**src/rtl/team_06_i2s_tx.sv**
```systemverilog
// I2S transmitter: one-entry sample buffer, internal bclk/lrclk, MSB-first one-bit-delayed framing.
// Sample accepted 1 cycle after valid&&ready; ready stays low until the next frame load empties the buffer.
module team_06_i2s_tx #(
  parameter int DATA_WIDTH = 8,
  parameter int SLOT_WIDTH = 16,
  parameter int BCLK_DIV   = 4
) (
  input  logic                  clk,
  input  logic                  nrst,
  input  logic                  en,
  input  logic [DATA_WIDTH-1:0] sample_in,
  input  logic                  sample_valid,
  output logic                  sample_ready,
  output logic                  bclk,
  output logic                  lrclk,
  output logic                  sdata,
  output logic                  underrun
);

  localparam int DIV_W = (BCLK_DIV > 1) ? $clog2(BCLK_DIV) : 1;
  localparam int BIT_W = $clog2(SLOT_WIDTH);

  typedef enum logic {IDLE, RUN} state_t;

  state_t                state_q, state_d;
  logic [DATA_WIDTH-1:0] hold_q, frame_q;
  logic                  full_q;
  logic [DIV_W-1:0]      div_cnt;
  logic [BIT_W-1:0]      bit_cnt, bit_nxt;
  logic                  div_wrap, fall, slot_wrap, load, accept, sbit;

  assign sample_ready = ~full_q;

  always_comb begin
    state_d   = state_q;
    load      = 1'b0;
    div_wrap  = (div_cnt == DIV_W'(BCLK_DIV - 1));
    fall      = (state_q == RUN) && en && div_wrap && bclk;
    slot_wrap = fall && (bit_cnt == BIT_W'(SLOT_WIDTH - 1));
    bit_nxt   = slot_wrap ? '0 : bit_cnt + BIT_W'(1);
    accept    = sample_valid && !full_q;
    case (state_q)
      IDLE: begin
        if (en) begin
          state_d = RUN;
          load    = 1'b1;
        end
      end
      RUN: begin
        if (!en) state_d = IDLE;
        // Right slot ending (lrclk 1->0) starts a new frame.
        else if (slot_wrap && lrclk) load = 1'b1;
      end
      default: state_d = IDLE;
    endcase
  end

  // Slot position p carries frame[DATA_WIDTH-p]; position 0 is the I2S delay bit.
  always_comb begin
    sbit = 1'b0;
    for (int i = 0; i < DATA_WIDTH; i++) begin
      if (bit_nxt == BIT_W'(DATA_WIDTH - i)) sbit = frame_q[i];
    end
  end

  always_ff @(posedge clk or negedge nrst) begin
    if (!nrst) begin
      state_q  <= IDLE;
      hold_q   <= '0;
      frame_q  <= '0;
      full_q   <= 1'b0;
      div_cnt  <= '0;
      bit_cnt  <= '0;
      bclk     <= 1'b0;
      lrclk    <= 1'b0;
      sdata    <= 1'b0;
      underrun <= 1'b0;
    end else begin
      state_q  <= state_d;
      underrun <= load && !full_q;

      if (load && full_q) full_q <= 1'b0;
      else if (accept)    full_q <= 1'b1;
      if (accept) hold_q <= sample_in;

      if (load)                         frame_q <= full_q ? hold_q : '0;
      else if (state_q == RUN && !en)   frame_q <= '0;

      if (state_q == RUN && en) begin
        div_cnt <= div_wrap ? '0 : div_cnt + DIV_W'(1);
        if (div_wrap) bclk <= ~bclk;
        if (fall) begin
          bit_cnt <= bit_nxt;
          sdata   <= sbit;
          if (slot_wrap) lrclk <= ~lrclk;
        end
      end else begin
        div_cnt <= '0;
        bit_cnt <= '0;
        bclk    <= 1'b0;
        lrclk   <= 1'b0;
        sdata   <= 1'b0;
      end
    end
  end

endmodule

```
**config.mk**
```make
export PLATFORM = sky130hd
export DESIGN_NAME = team_06_i2s_tx
export DESIGN_NICKNAME = d
export VERILOG_FILES = /design/src/rtl/team_06_i2s_tx.sv
export SDC_FILE = /design/constraint.sdc
export NUM_CORES = 1
export LEC_CHECK = 0
export ABC_CLOCK_PERIOD_IN_PS = 2500
export CAP_MARGIN = 5
export CORE_ASPECT_RATIO = 0.8
export CORE_UTILIZATION = 35
export CTS_CLUSTER_SIZE = 16
export DETAILED_ROUTE_END_ITERATION = 16
export PLACE_DENSITY_LB_ADDON = 0.12
export SLEW_MARGIN = 10
export SYNTH_ARGS = -nofsm -noshare
export SYNTH_HDL_FRONTEND = slang
export SYNTH_SLANG_ARGS = --single-unit
```
**constraint.sdc**
```tcl
create_clock -name clk -period 2.5 [get_ports clk]
set_input_delay 0.375 -clock clk [delete_from_list [all_inputs] [get_ports clk]]
set_output_delay 0.375 -clock clk [all_outputs]
set_load 0.02 [all_outputs]
```
# Yosys cells after proc, flatten, opt, wreduce, memory -nomap -nowiden
# Index checks and enable logic that the tools add are counted.
# Widths: inputs -> output; s select.
op_classes:
  addsub: 2
  reduce_logical: 14
  eq_ne: 13
  bitwise: 4
  mux: 29
ops:
  columns: ["cell", "n"]
  rows:
  - ["$mux 8", 3]
  - ["$mux 1", 20]
  - ["$eq 4x3->1 const B", 4]
  - ["$mux 4", 3]
  - ["$logic_and 1x1->1", 9]
  - ["$eq 4x2->1 const B", 2]
  - ["$eq 4x4->1 const B", 2]
  - ["$ne 2x2->1 const B", 3]
  - ["$add 4x1->4 const B", 1]
  - ["$eq 4x1->1 const B", 1]
  - ["$mux 2", 2]
  - ["$not 1->1", 4]
  - ["$reduce_bool 2->1", 2]
  - ["$add 2x1->2 const B", 1]
  - ["$eq 2x2->1 const B", 1]
  - ["$logic_not 1->1", 2]
  - ["$pmux 1 s2", 1]
  - ["$reduce_and 2->1", 1]
totals:
  regBits: 28
  inputBits: 12
  out_inout_bits: 5

# Longest topological paths before layout
# Gate-level depths: netlist of run 1.
logic_depth:
  depth_word: 16
  mapped_depth: 8

# Worst setup path before layout of run 1
# OpenSTA, ideal clock, no wires.
synth_path:
  path_kind: "register to register"
  startpoint: "reg bit_cnt[0]"
  endpoint: "reg frame_q[0]"
  setup_slack_ps: 636
  t_required_ps: 2374
  setup_time_ps: 126
  stages_incl_launch_ff: 8
  period_less_slack_ps: 1864
  arrival_ps: 1738
  path_cell_list: "dfrtp_1 > ha_1 > buf_4 > nand4_1 > or3_1 > buf_6 > buf_8 > a311o_1"
synth_between:
  elab_chain_len: 7
synth_rtl:
  columns: ["item", "line", "text"]
  rows:
  - ["start: declaration", "29", "logic [BIT_W-1:0] bit_cnt, bit_nxt;"]
  - ["start signal: assignment", "93", "bit_cnt <= bit_nxt;"]
  - ["$eq 4x4->1 *", "39", "slot_wrap = fall && (bit_cnt == BIT_W'(SLOT_WIDTH - 1));"]
  - ["$logic_and 1x1->1 *", "39", null]
  - ["$logic_and 1x1->1 *", "52", "else if (slot_wrap && lrclk) load = 1'b1;"]
  - ["$mux 1 *", "52", null]
  - ["$mux 1 *", "50", "if (!en) state_d = IDLE;"]
  - ["$pmux 1 s2 *", "42", "case (state_q)"]
  - ["$mux 8 / $reduce_bool 2->1 (equally long branches)", null, null]
  - ["end signal: assignment", "86", "if (load) frame_q <= full_q ? hold_q : '0;"]
  - ["end: declaration", "26", "logic [DATA_WIDTH-1:0] hold_q, frame_q;"]
# Mark *: on every way between the ends. The rest lies on a longest branch, timed or not.
# A chain may end at the register's enable or synchronous reset.

# Worst setup path after layout of run 1
# Same ends and word-level chain as after synthesis.

==> out/qor.yml, run 1 <==
finalHoldViolCount: 0
vias: 1120
drt_iter0_drc: 38
grt_max_degree: 29
via_per_inst: 5.16
r2r_slack_ns: 0.54
cts_num_sinks: 28
coreArea_sq_um: 3900
cp-start-kind: "flip-flop"
gr-usage-all-layers_pct: 15.0
htree_num_levels: 1
rsz0062_at_grt: "no"
drv_cap: 0
seq_area_frac_synth_pct: 47.9
hold_buffers: 0
worstPathArrival_ns: 2.13
regArea_sq_um: 701
post-route-util_pct: 44.0
yosys_warnings: 0
hold_ws_ns: 0.435
synth_area_leader_cell: "dfrtp_1"
rows: 20
slew_violations: 0
outcome: "finished clean"
dr.pass1.iters: 4
num_antenna_cells: 0
cts_resized: 0
peakVddDrop_mv: 0.319
io_pins: 17
num-nets-final: 181
clock_latency_ns: 0.28
antenna_found_initial: 0
cp-end-kind: "flip-flop"
drc: 0
hpwl_um: 2140
ys_seq_elements: 28
setup_viol_count_final: 0
ys_types: 34
synth.cell_area_sq_um: 1460
syn_nets: 163
wire_per_inst_um: 13.7
hold_class: "reg2reg"
syn_inst: 146
clk_pin_slew_ns: 0.09
start_util_pct: 37.5
clock_tree.root_cell: "clkbuf_8"
die_area_sq_um: 4440
worst_slew_pin_slew_ns: 0.515
die_width_um: 74.3
min_period_ns: 1.96
grt_pass1_vias: 1097
timing.fmax_mhz: 510
synth_top_area_share_pct: 47.9
grt_pass1_wl_um: 4930
ant_nets: 0
grt_overflow: 0
avgSynthCellArea_sq_um: 10.0
drive_gt1_share_pct: 11.1
relSlewSlack_pct: 65.7
gp_congestion: 0.894
wirelength_um: 2980
die_h_um: 59.8
power_density_nw_per_um2: 601
max-clock-path-buffers: 2
post-cts-setup-buffers: 0
fillers: 394
cts_made_buffers: 3
power_leakage_uw: 0.000688
multiInputGateArea_sq_um: 687
final.setup.tns_ns: 0
synth.top_cells.by_area: "dfrtp_1 (48%), mux2_2 (6.2%), a21oi_1 (5.8%), a311o_1 (5.5%), ha_1 (4.3%)"
post-route-period-util_pct: 78.5
cts_tree: "done"
area_growth_pct: 17.5
port_buffers: 16
crit_type: "reg2reg"
crit_path_max_fanout: 16
fin_skew_ns: 0.00459
crit_required_ns: 2.67
[registers in the layout, summed over array words and instances, names as in the netlist]
signal and cells:
sdata 1, lrclk 1, hold_q 8, underrun 1, div_cnt 2, frame_q 8, bclk 1, full_q 1
state_q 1, bit_cnt 4
[worst paths after layout]
kind	startpoint	endpoint	cells after the start
setup / recovery	bit_cnt[0]$_DFFE_PN0P_	frame_q[0]$_DFFE_PN0P_	4
hold / removal	div_cnt[0]$_DFF_PN0_	div_cnt[0]$_DFF_PN0_	1
setup reg to reg	bit_cnt[0]$_DFFE_PN0P_	frame_q[0]$_DFFE_PN0P_	4
hold reg to reg	div_cnt[0]$_DFF_PN0_	div_cnt[0]$_DFF_PN0_	1
max in group asynchronous	nrst	bit_cnt[3]$_DFFE_PN0P_	2
min in group asynchronous	nrst	hold_q[0]$_DFFE_PN0P_	2
[power by group]
part	switching [uW]	internal, uW	leakage (uW)
registers	53.7	530	0.000362
logic	87.3	114	0.000304
clock network	139	109	0.0000216
[cell usage in the layout (no fill, tap or decap), types with 2 or more instances in the layout]
master	synthesis	routed
o21ai_0	3	3
nand2_1	14	14
nand3b_1	2	2
buf_4	1	5
dfrtp_1	28	28
nor2b_1	2	2
nand3_1	2	2
a311oi_1	2	2
a311o_1	8	8
a21oi_1	17	17
mux2_2	8	8
clkdlybuf4s50_1	0	16
inv_1	6	6
nor2_1	13	13
ha_1	5	5
nand2b_1	8	8
and2_1	3	3
nand4_1	2	2
a211oi_1	2	2
clkbuf_8	0	3
xnor2_1	2	2
[synthesized netlist by cell type]
master     instances
or3_1              1
and3_1             1
buf_8              1
nor2b_1            2
ha_1               5
nand2_2            1
buf_6              1
dfrtp_1           28
a22oi_1            1
nand2b_1           8
xor2_1             1
o31ai_1            1
a211oi_1           2
and4b_2            1
buf_1              1
and2_1             3
nand2_1           14
clkbuf_1           4
nor3_1             1
nor2_1            13
nand3b_1           2
nand4_1            2
a311o_1            8
nand3_1            2
inv_1              6
a311oi_1           2
mux2_2             8
a21oi_1           17
buf_4              1
a21o_1             1
xnor2_1            2
a221oi_1           1
o2bb2ai_1          1
o21ai_0            3
[worst max-delay path, stage by stage (launching register included)]
cell	delay (ns)
dfrtp_1	0.48
ha_1	0.22
nand4_1	0.11
or3_1	0.60
a311o_1	0.43
[area by class of cell]
cell class | instances | share of cell area, %
clock buffer | 3 | 2.40
inverter | 6 | 1.31
multi-input combinational | 104 | 40.0
sequential | 28 | 40.8
tap | 55 | 4.01
timing repair buffer | 21 | 11.5
[cells by family (layout without fill, tap and decap cells)]
group / Yosys count / in the layout / share of synthesized area, %
compound gates: 37 / 37 / 17.3
xor+xnor: 3 / 3 / 1.80
fa+ha+maj: 5 / 5 / 4.28
buf+inv: 14 / 30 / 5.13
flops: 28 / 28 / 47.9
mux: 8 / 8 / 6.16
simple gates: 51 / 51 / 17.5
[per-stage QoR]
| step | cell area [sq um] | cells | total power (uW) | worst slack (ns) |
|---|---|---|---|---|
| final | 1720 | 217 | 1030 | 0.538 |
| after global routing | 1720 | 217 | 1090 | 0.427 |
| after CTS | 1720 | 217 | 1050 | 0.553 |
| after detailed placement | 1680 | 214 | 797 | 0.458 |
| after global placement | 1680 | 214 | 785 | 0.494 |
| after floorplan | 1460 | 146 | 715 | 0.636 |
[layer usage]
layer / wire length (um) / up-vias / global-route usage, %
li1: - / 547 / -
met1: 1540 / 551 / 20.0
met2: 1310 / 19 / 24.3
met3: 105 / 3 / 4.05
met4: 21 / 0 / 4.04
met5: 0 / - / 0
Note: power is estimated with default switching activity, not from simulation.
==> inputs of run 2 (changes only) <==
--- a/config.mk
+++ b/config.mk
@@ -5,7 +5,7 @@
 export SDC_FILE = /design/constraint.sdc
 export NUM_CORES = 1
 export LEC_CHECK = 0
-export ABC_CLOCK_PERIOD_IN_PS = 2500
+export ABC_CLOCK_PERIOD_IN_PS = 1900
 export CAP_MARGIN = 5
 export CORE_ASPECT_RATIO = 0.8
 export CORE_UTILIZATION = 35
==> constraint.sdc (replaced) <==
create_clock -name clk -period 1.9 [get_ports clk]
set_input_delay 0.285 -clock clk [delete_from_list [all_inputs] [get_ports clk]]
set_output_delay 0.285 -clock clk [all_outputs]
set_load 0.02 [all_outputs]
==> out/qor.yml, run 2 (same netlist as run 1, synthesis figures left out) <==
outcome: "finished clean"
place_inst: 221
internal-power_uw: 1130
clk_pin_slew_ns: 0.09
die_width_um: 74.3
grt_pass1_vias: 1143
hold_ws_ns: 0.383
cp_cell_sequence: "buf_4, ha_1, nand3b_1, a221oi_1, o21ai_0, a311oi_1"
hold_class: "in2async"
worstPathArrival_ns: 1.88
crit_type: "reg2reg"
grt_max_degree: 29
cts_made_buffers: 3
power_leakage_uw: 0.000738
drive_gt1_share_pct: 15.9
gp_congestion: 0.846
drt_iter0_drc: 50
final_common_cell: "dfrtp_1"
dr.pass1.iters: 4
area_growth_pct: 23.4
wirelength_um: 3140
clkPwrFrac_pct: 31.0
cp_num_buf_inv: 1
antenna_found_initial: 0
post-route-period-util_pct: 89.9
top_regs: "frame_q (8), hold_q (8), bit_cnt (4)"
power_density_nw_per_um2: 831
grt_pass1_wl_um: 5520
drc: 0
cp_slowest_cell: "dfrtp_1"
cp-end-kind: "flip-flop"
fin_skew_ns: 0.00498
final.setup.tns_ns: 0
combPwrFrac_pct: 18.1
port_buffers: 16
crit_path_max_incr_delay_ns: 0.39
cts_resized: 0
pre_cts_ws_ns: 0.0204
hpwl_um: 2290
fillers: 391
p_sw_share_pct: 24.6
gr-usage-all-layers_pct: 16.7
start_util_pct: 37.5
min_period_ns: 1.71
ant_nets: 0
seqPwrFrac_pct: 50.9
grt_overflow: 0
die_area_sq_um: 4440
crit_required_ns: 2.07
clock_latency_ns: 0.27
layout_setup_ws_ns: 0.193
vias: 1144
coreArea_sq_um: 3900
num-nets-final: 188
htree_num_levels: 1
relSlewSlack_pct: 76.3
rows: 20
num_antenna_cells: 0
die_h_um: 59.8
setup_viol_count_final: 0
fin_cells: 225
worst_slew_pin_slew_ns: 0.355
finalHoldViolCount: 0
io_pins: 17
hold_buffers: 0
crit_path_max_fanout: 6
via_per_inst: 5.08
cts_tree: "done"
max-clock-path-buffers: 2
slew_violations: 0
cts_num_sinks: 28
post-cts-setup-buffers: 0
rsz0062_at_grt: "no"
peakVddDrop_mv: 0.584
cp_top_family: "compound AO/OA/AOI/OAI gates"
p_sw_uw: 370
drv_cap: 0
final_cell_mix: "dfrtp_1 (28), a21oi_1 (17), clkdlybuf4s50_1 (16)"
wire_per_inst_um: 13.9
clock_tree.root_cell: "clkbuf_8"
timing.fmax_mhz: 586
cp-start-kind: "flip-flop"
run 2: cell types whose count changed in the layout (fill, tap and decap cells not counted):
cell,previous run,this run
or3_1,1,0
or3_4,0,1
bufinv_16,0,1
buf_4,5,12
run 2: final timing paths:
check	from	end	slack, ns	cells after the start
setup / recovery	bit_cnt[0]$_DFFE_PN0P_	sdata$_DFFE_PN0P_	0.19	6
max in group asynchronous	nrst	bit_cnt[1]$_DFFE_PN0P_	1.25	2
setup reg to reg	bit_cnt[0]$_DFFE_PN0P_	sdata$_DFFE_PN0P_	0.19	6
hold reg to reg	div_cnt[0]$_DFF_PN0_	div_cnt[0]$_DFF_PN0_	0.45	1
min in group clk	div_cnt[0]$_DFF_PN0_	div_cnt[0]$_DFF_PN0_	0.45	1
hold / removal	nrst	full_q$_DFFE_PN0P_	0.38	2
run 2: per-stage QoR:
stage          cell area [sq um]  total power [uW]  utilization, %
6_report                    1810              1500            46.3
3_5_place_dp                1730              1050            44.3
2_1_floorplan               1460               940               -
3_3_place_gp                1730              1030            44.3
5_1_grt                     1810              1590            46.3
4_1_cts                     1800              1520            46.1
run 2: cell type report:
class	count	area, sq um	area share, %
Timing Repair Buffer	28	250	13.9
Tap cell	55	68.8	3.81
Multi-Input combinational cell	104	692	38.3
Clock buffer	3	41.3	2.29
Clock inverter	1	30.0	1.66
Inverter	6	22.5	1.25
Sequential cell	28	701	38.8
run 2: power by group through the flow:
stage	clock network [uW]	registers [uW]	logic (uW)
CTS	481	765	276
global placement	0	774	260
floorplan	0	759	181
finish	465	764	271
global route	508	781	303
detailed placement	0	777	275
run 2: per-layer routing:
layer / track usage, % / part of all wire (%) / wire (um) / vias to the layer above
met2: 26.2 / 47 / 1460 / 11
li1: - / - / - / 563
met1: 23.9 / 50 / 1570 / 568
met3: 4.22 / 2.7 / 86 / 2
met5: 0 / 0 / 0 / -
met4: 2.43 / 0.51 / 16 / 0
